**src/rtl/peripheral_uart_rx_ctrl_wb.sv**
```systemverilog
// UART receive-side control: RBR pop sequencing, FIFO clear, line-status clear,
// data-ready, trigger-level and character-timeout interrupts.
module peripheral_uart_rx_ctrl_wb #(
  parameter int FIFO_DEPTH     = 16,
  parameter int FIFO_COUNTER_W = 5
) (
  input  logic                      clk,
  input  logic                      wb_rst_i,
  input  logic                      rbr_rd,
  input  logic                      lsr_rd,
  input  logic                      fcr_wr,
  input  logic                      fcr_rx_clr,
  input  logic                      fifo_en,
  input  logic [1:0]                trig_sel,
  input  logic                      char_tick,
  input  logic                      rx_push,
  input  logic [FIFO_COUNTER_W-1:0] fifo_count,
  output logic                      fifo_pop,
  output logic                      fifo_reset,
  output logic                      reset_status,
  output logic                      data_ready,
  output logic                      rda_int,
  output logic                      tout_int,
  output logic                      busy
);

  typedef enum logic [1:0] {IDLE, POP, SETTLE} state_t;

  localparam logic [FIFO_COUNTER_W-1:0] FULL_CNT = FIFO_COUNTER_W'(FIFO_DEPTH);

  state_t     state;
  logic       fifo_en_p0;
  logic [2:0] tout_cnt_p0;
  logic [2:0] tout_cnt_nxt;
  logic       clr_req;
  logic       cnt_nz;

  // Trigger level in characters; a disabled FIFO behaves as a one-character holding register.
  function automatic logic [FIFO_COUNTER_W-1:0] trig_level(input logic [1:0] sel,
                                                             input logic       en);
    logic [FIFO_COUNTER_W-1:0] lvl;
    lvl = FIFO_COUNTER_W'(1);
    if (en) begin
      case (sel)
        2'b00:   lvl = FIFO_COUNTER_W'(1);
        2'b01:   lvl = FIFO_COUNTER_W'(4);
        2'b10:   lvl = FIFO_COUNTER_W'(8);
        default: lvl = FIFO_COUNTER_W'(14);
      endcase
    end
    return lvl;
  endfunction

  function automatic logic [2:0] sat_inc4(input logic [2:0] v);
    return (v >= 3'd4) ? 3'd4 : v + 3'd1;
  endfunction

  assign clr_req = (fcr_wr & fcr_rx_clr) | (fifo_en != fifo_en_p0);
  assign cnt_nz  = (fifo_count != '0);

  always_comb begin
    tout_cnt_nxt = tout_cnt_p0;
    if (rx_push || fifo_pop || fifo_reset || !cnt_nz)
      tout_cnt_nxt = 3'd0;
    else if (char_tick)
      tout_cnt_nxt = sat_inc4(tout_cnt_p0);
  end

  // Stage p0: every output is registered from the current-cycle inputs.
  always_ff @(posedge clk) begin
    if (wb_rst_i) begin
      state        <= IDLE;
      fifo_en_p0   <= 1'b0;
      tout_cnt_p0  <= 3'd0;
      fifo_pop     <= 1'b0;
      fifo_reset   <= 1'b0;
      reset_status <= 1'b0;
      data_ready   <= 1'b0;
      rda_int      <= 1'b0;
      tout_int     <= 1'b0;
      busy         <= 1'b0;
    end else begin
      fifo_en_p0   <= fifo_en;
      fifo_reset   <= clr_req;
      reset_status <= clr_req | lsr_rd;
      data_ready   <= cnt_nz;
      rda_int      <= (fifo_count >= trig_level(trig_sel, fifo_en)) || (fifo_count >= FULL_CNT);
      tout_cnt_p0  <= tout_cnt_nxt;
      tout_int     <= (tout_cnt_nxt == 3'd4) && cnt_nz && fifo_en;

      // A clear being issued (now or next cycle) wins over any pop.
      if (clr_req || fifo_reset) begin
        state    <= IDLE;
        fifo_pop <= 1'b0;
        busy     <= 1'b0;
      end else begin
        case (state)
          IDLE: begin
            fifo_pop <= 1'b0;
            busy     <= 1'b0;
            if (rbr_rd && cnt_nz) begin
              state    <= POP;
              fifo_pop <= 1'b1;
              busy     <= 1'b1;
            end
          end
          POP: begin
            state    <= SETTLE;
            fifo_pop <= 1'b0;
            busy     <= 1'b1;
          end
          default: begin
            state    <= IDLE;
            fifo_pop <= 1'b0;
            busy     <= 1'b0;
          end
        endcase
      end
    end
  end

endmodule

```
**config.mk**
```make
export PLATFORM = sky130hd
export DESIGN_NAME = peripheral_uart_rx_ctrl_wb
export DESIGN_NICKNAME = d
export VERILOG_FILES = /design/src/rtl/peripheral_uart_rx_ctrl_wb.sv
export SDC_FILE = /design/constraint.sdc
export NUM_CORES = 1
export LEC_CHECK = 0
export ABC_AREA = 1
export CORE_MARGIN = 3
export CORE_UTILIZATION = 45
export CTS_BUF_LIST = sky130_fd_sc_hd__clkbuf_16
export CTS_CLUSTER_DIAMETER = 200
export CTS_CLUSTER_SIZE = 28
export DETAILED_ROUTE_END_ITERATION = 7
export GPL_ROUTABILITY_DRIVEN = 0
export PLACE_DENSITY_LB_ADDON = 0.2
export SYNTH_ARGS = -nofsm -noshare
export SYNTH_HDL_FRONTEND = slang
export SYNTH_SLANG_ARGS = --single-unit
```
**constraint.sdc**
```tcl
create_clock -name clk -period 3.2 [get_ports clk]
set_clock_uncertainty 0.1 [all_clocks]
set_input_delay 0.48 -clock clk [delete_from_list [all_inputs] [get_ports clk]]
set_output_delay 0.48 -clock clk [all_outputs]
set_load 0.005 [all_outputs]
```
==> results of run 1 <==
==> worst max-delay path by stage <==
| stage | end | cells past startpoint |
|---|---|---|
| after floorplan | rda_int | 8 |
| after CTS | rda_int | 9 |
| after global placement | rda_int | 9 |
| final | rda_int | 9 |
| after detailed placement | rda_int | 9 |
| after global routing | rda_int | 9 |
==> synth_stat cells, drive strengths merged <==
library cell and n:
nand2 23, nor2 19, inv 15, dfxtp 13
nand3 8, ha 6, nor3 3, a21oi 2
o21ai 2
==> where the power goes <==
| part | internal, W | switching (W) | leakage (nW) |
|---|---|---|---|
| sequential | 0.000170 | 0.00000303 | 0.107 |
| combinational | 0.0000364 | 0.0000286 | 0.302 |
| clock | 0.000164 | 0.0000616 | 0.0423 |
==> cell families (layout without fill, tap and decap cells) <==
kind of cell,Yosys count,in the layout
AND/OR/NAND/NOR,53,53
buffers and inverters,15,41
flip-flops,13,13
adder cells (fa/ha/maj),6,6
AO/OA/AOI/OAI,4,4
==> stage by stage <==
step                utilization [%]  cell area (um^2)  hold WS [ps]  setup WS, ps  std cells
floorplan                         -               629           330          1850         91
global route                   78.8               946           383          1250        131
detailed placement             72.2               867           346          1170        127
global placement               72.2               867           344          1200        127
finish                         78.8               946           351          1400        131
CTS                            78.8               946           354          1390        131
==> routing by layer <==
layer  vias up  routed length (um)  global-route usage, %
met3         0                  74                   6.22
li1        331                   -                      -
met5         -                   0                      0
met2        15                 632                   26.3
met1       257                 609                   18.7
met4         0                   0                   1.81
==> flip-flops by register name (all words and copies together), names as in the netlist <==
register	count
fifo_reset	1
busy	1
tout_cnt_p0	3
state	2
reset_status	1
rda_int	1
data_ready	1
tout_int	1
fifo_pop	1
fifo_en_p0	1
==> worst max-delay path, delay by kind of cell <==
family                     cells  cell delay (ps)
buffers and inverters          2              640
adders and majority gates      1              290
and+or+nand+nor                5              280
AOI/OAI and AO/OA              1              130
==> layout make-up <==
cell class | instances | area [um^2]
fillers | 100 | 255
clock inverters | 1 | 3.75
repair buffers | 22 | 220
clock buffers | 3 | 75.1
inverters | 15 | 56.3
multi-input cells | 63 | 313
flip-flops and latches | 13 | 260
well taps | 14 | 17.5
==> results.cfg, run 1 <==
[routing]
final_antenna_net_count = 0
drtPass1Iterations = 4
drcViolationCount = 0
wire_per_inst_um = 10.0
drtIter0Drc = 2
via_count = 603
via_per_inst = 4.60
wl_mm = 1.32

[critical_path]
cp-start-kind = input pin
reg2reg_to = tout_int
timing.rr.start = tout_cnt_p0[0]
crit_fanout = 7
cp.required_ps = 3220
cp_cell_sequence = clkdlybuf4s50_1 > o21ai_0 > ha_1 > inv_1 > nand2_1 > nand2_1 > nor2_1 > nor2_1 > nor2_1
critical-path-slowest-cell = clkdlybuf4s50_1
critPathLaunch = fifo_en
cpMostUsedCell = nor2_1
reg2reg_depth = 7
worst-endpoint-arrival_ps = 1820
endpoint_kind = flip-flop
worstSetupPathType = in2reg
cpPeakStageDelay_ps = 590
rrSetupSlack_ps = 1950

[timing]
finalSetupTns_ps = 0
setup_violations = 0
rsz0062_at_grt = false
relSlewSlack_pct = 73.0
timing.final.crit_period_ps = 1800
worstMarginPinSlew_ps = 402
slew_viol_final = 0
fmax_mhz = 555
period_share_pct = 56.3
hold_violations = 0

[logic_synthesis]
synth_compound_area_share_pct = 3.18
synthesis.area_um2 = 629
ys_seq_area_share_pct = 41.4
synth.top_cell.area_share_pct = 41.4
syn_inst = 91
yosysTopAreaCell = dfxtp_1
synth_mux_area_share_pct = 0
synth-simple-area-share_pct = 34.6
synth_fa_ha_area_share_pct = 11.9
synth.area.top_cells = dfxtp_1, nand2_1, ha_1
synth_warnings = 0
synth_top_family_by_area = simple AND/OR/NAND/NOR gates
avgSynthCellArea_um2 = 6.92
synth_xor_area_share_pct = 0
ys_ff_latch = 13
synth.distinct_cells = 11
synth_nets = 113

[clock_tree]
cts_tree = done
clk_latency_ps = 240
cts_buffers = 3
ctsResizeCount = 0
cts_hold_buf = 0
path_clk_slew_ps = 40
post-cts-setup-buffers = 0
clockRootBuffer = clkbuf_16
clock_sinks = 13
htreeDepth = 1
cts.path.max_buffers = 2

[worst_hold_path]
hold_depth = 2
worstHoldPathType = reg2reg
min_from = state[0]
holdPathEnd = state[1]

[floorplan]
core-area_um2 = 1200
initial_utilization_pct = 52.4
dieHeight_um = 43.4
io_pins = 23
dieWidth_um = 43.4
rows = 12
die_area_um2 = 1880

[power]
vdd_ir_drop_max_mv = 0.428
leakagePower_nw = 0.451
p_per_area_nw_per_um2 = 490
power_w = 0.000463

[placed_design]
place_hpwl_mm = 1.05
portBuffers = 22

[global_routing]
grtUsageTotal_pct = 15.4
grt_start_max_net_pins = 8
grt.overflow.total = 0
grt_pass1_vias = 567
antenna_found_initial = 0
grt_pass1_wl_mm = 2.19

[layout]
antenna_cells = 0
drive_above_1_share_pct = 5.13
mostFrequentLayoutCell = nand2_1
syn_to_final_growth_pct = 50.3
layout_common_cells = nand2_1, clkdlybuf4s50_1, nor2_1
layout.nets = 140

[run]
maxCapViolCount = 0

[status]
outcome = completed
(Power assumes the default switching activity.)
==> run 2, diff against run 1 <==
Settings changed: CORE_UTILIZATION 45 to 42.
Clock period 3.2 ns to 1.8 ns, I/O delays scaled along.
==> results.cfg, run 2 (same netlist as run 1, synthesis figures left out) <==
[timing]
timing.final.crit_period_ps = 1510
period_share_pct = 84.1
finalSetupTns_ps = 0
rsz0062_at_grt = false
relSlewSlack_pct = 76.9
setup_violations = 0
slew_viol_final = 0
fmax_mhz = 661
hold_violations = 0
fin_ws_ps = 286
worstMarginPinSlew_ps = 343

[worst_hold_path]
min_from = state[0]
worstHoldPathType = reg2reg

[routing]
wl_mm = 1.28
wire_per_inst_um = 9.60
drcViolationCount = 0
drtIter0Drc = 19
via_per_inst = 4.67
drtPass1Iterations = 4
via_count = 621
final_antenna_net_count = 0

[layout]
drive_above_1_share_pct = 5.93
layout.nets = 141
top_register = tout_cnt_p0
fillCellCount = 117
largestRegisters = tout_cnt_p0 (3), state (2)
antenna_cells = 0
layout_common_cells = nand2_1, clkdlybuf4s50_1, nor2_1
largest_reg_flops = 3
mostFrequentLayoutCell = nand2_1
syn_to_final_growth_pct = 51.7

[floorplan]
die_area_um2 = 2000
core-area_um2 = 1350
rows = 13
io_pins = 23
initial_utilization_pct = 46.6
dieWidth_um = 44.7
dieHeight_um = 44.7

[critical_path]
cp_cell_sequence = clkdlybuf4s50_1
critical-path-slowest-cell = clkdlybuf4s50_1
timing.rr.start = tout_cnt_p0[0]
critPathLaunch = fifo_reset
worstSetupPathType = reg2out
endpoint_kind = primary output
path_buf_inv = 1
worst-endpoint-arrival_ps = 1140
cp.required_ps = 1430
critPathTopFamily = buffers and inverters
cpPeakStageDelay_ps = 520
cp-start-kind = flip-flop
crit_fanout = 4

[clock_tree]
ctsResizeCount = 0
clock_sinks = 13
cts_hold_buf = 0
cts_buffers = 3
clk_latency_ps = 240
clockRootBuffer = clkbuf_16
cts.path.max_buffers = 2
cts_tree = done
path_clk_slew_ps = 40
htreeDepth = 1
post-cts-setup-buffers = 0

[power]
p_per_area_nw_per_um2 = 870
vdd_ir_drop_max_mv = 0.461
leakagePower_nw = 0.456

[global_routing]
grt_pass1_vias = 556
grt_pass1_wl_mm = 2.12
antenna_found_initial = 0
grtUsageTotal_pct = 14.9
grt.overflow.total = 0
grt_start_max_net_pins = 8

[placed_design]
portBuffers = 22
place_hpwl_um = 967
place_ws_ps = 72.3

[run]
maxCapViolCount = 0

[status]
outcome = completed
[run 2: final timing paths]
path	slack, ps	end	cells after the start
setup / recovery	290	fifo_reset	1
hold / removal	370	state[1]	2
setup reg to reg	570	tout_int	7
hold reg to reg	370	state[1]	2
[run 2: through the flow]
stage	hold WS, ps	util [%]	cells	instance area (um^2)	total power (W)
floorplan	242	-	91	629	0.000359
CTS	368	70.7	133	955	0.000834
global route	384	70.7	133	955	0.000864
finish	365	70.7	133	955	0.000831
detailed placement	356	64.9	129	876	0.000427
global placement	349	64.9	129	876	0.000424
[run 2: per-layer routing]
metal  vias up  wire length [um]  global-route usage (%)  share of wire, %
met2        19               691                    28.1                54
met5         -                 0                       0                 0
met4         0                16                    7.23               1.3
met3         2                74                    4.78               5.8
met1       269               495                    14.3                39
li1        331                 -                       -                 -
[run 2: layout make-up]
cell class | instances | area [um^2] | area share (%)
multi-input cells | 63 | 313 | 32.8
flip-flops and latches | 13 | 260 | 27.3
repair buffers | 23 | 228 | 23.9
clock buffers | 3 | 75.1 | 7.86
inverters | 15 | 56.3 | 5.90
well taps | 15 | 18.8 | 1.97
clock inverters | 1 | 3.75 | 0.393
[run 2: power breakdown]
group | leakage [nW] | switching [W] | internal [W]
registers | 0.107 | 0.00000572 | 0.000301
clock network | 0.0423 | 0.000116 | 0.000292
logic | 0.307 | 0.0000494 | 0.0000660
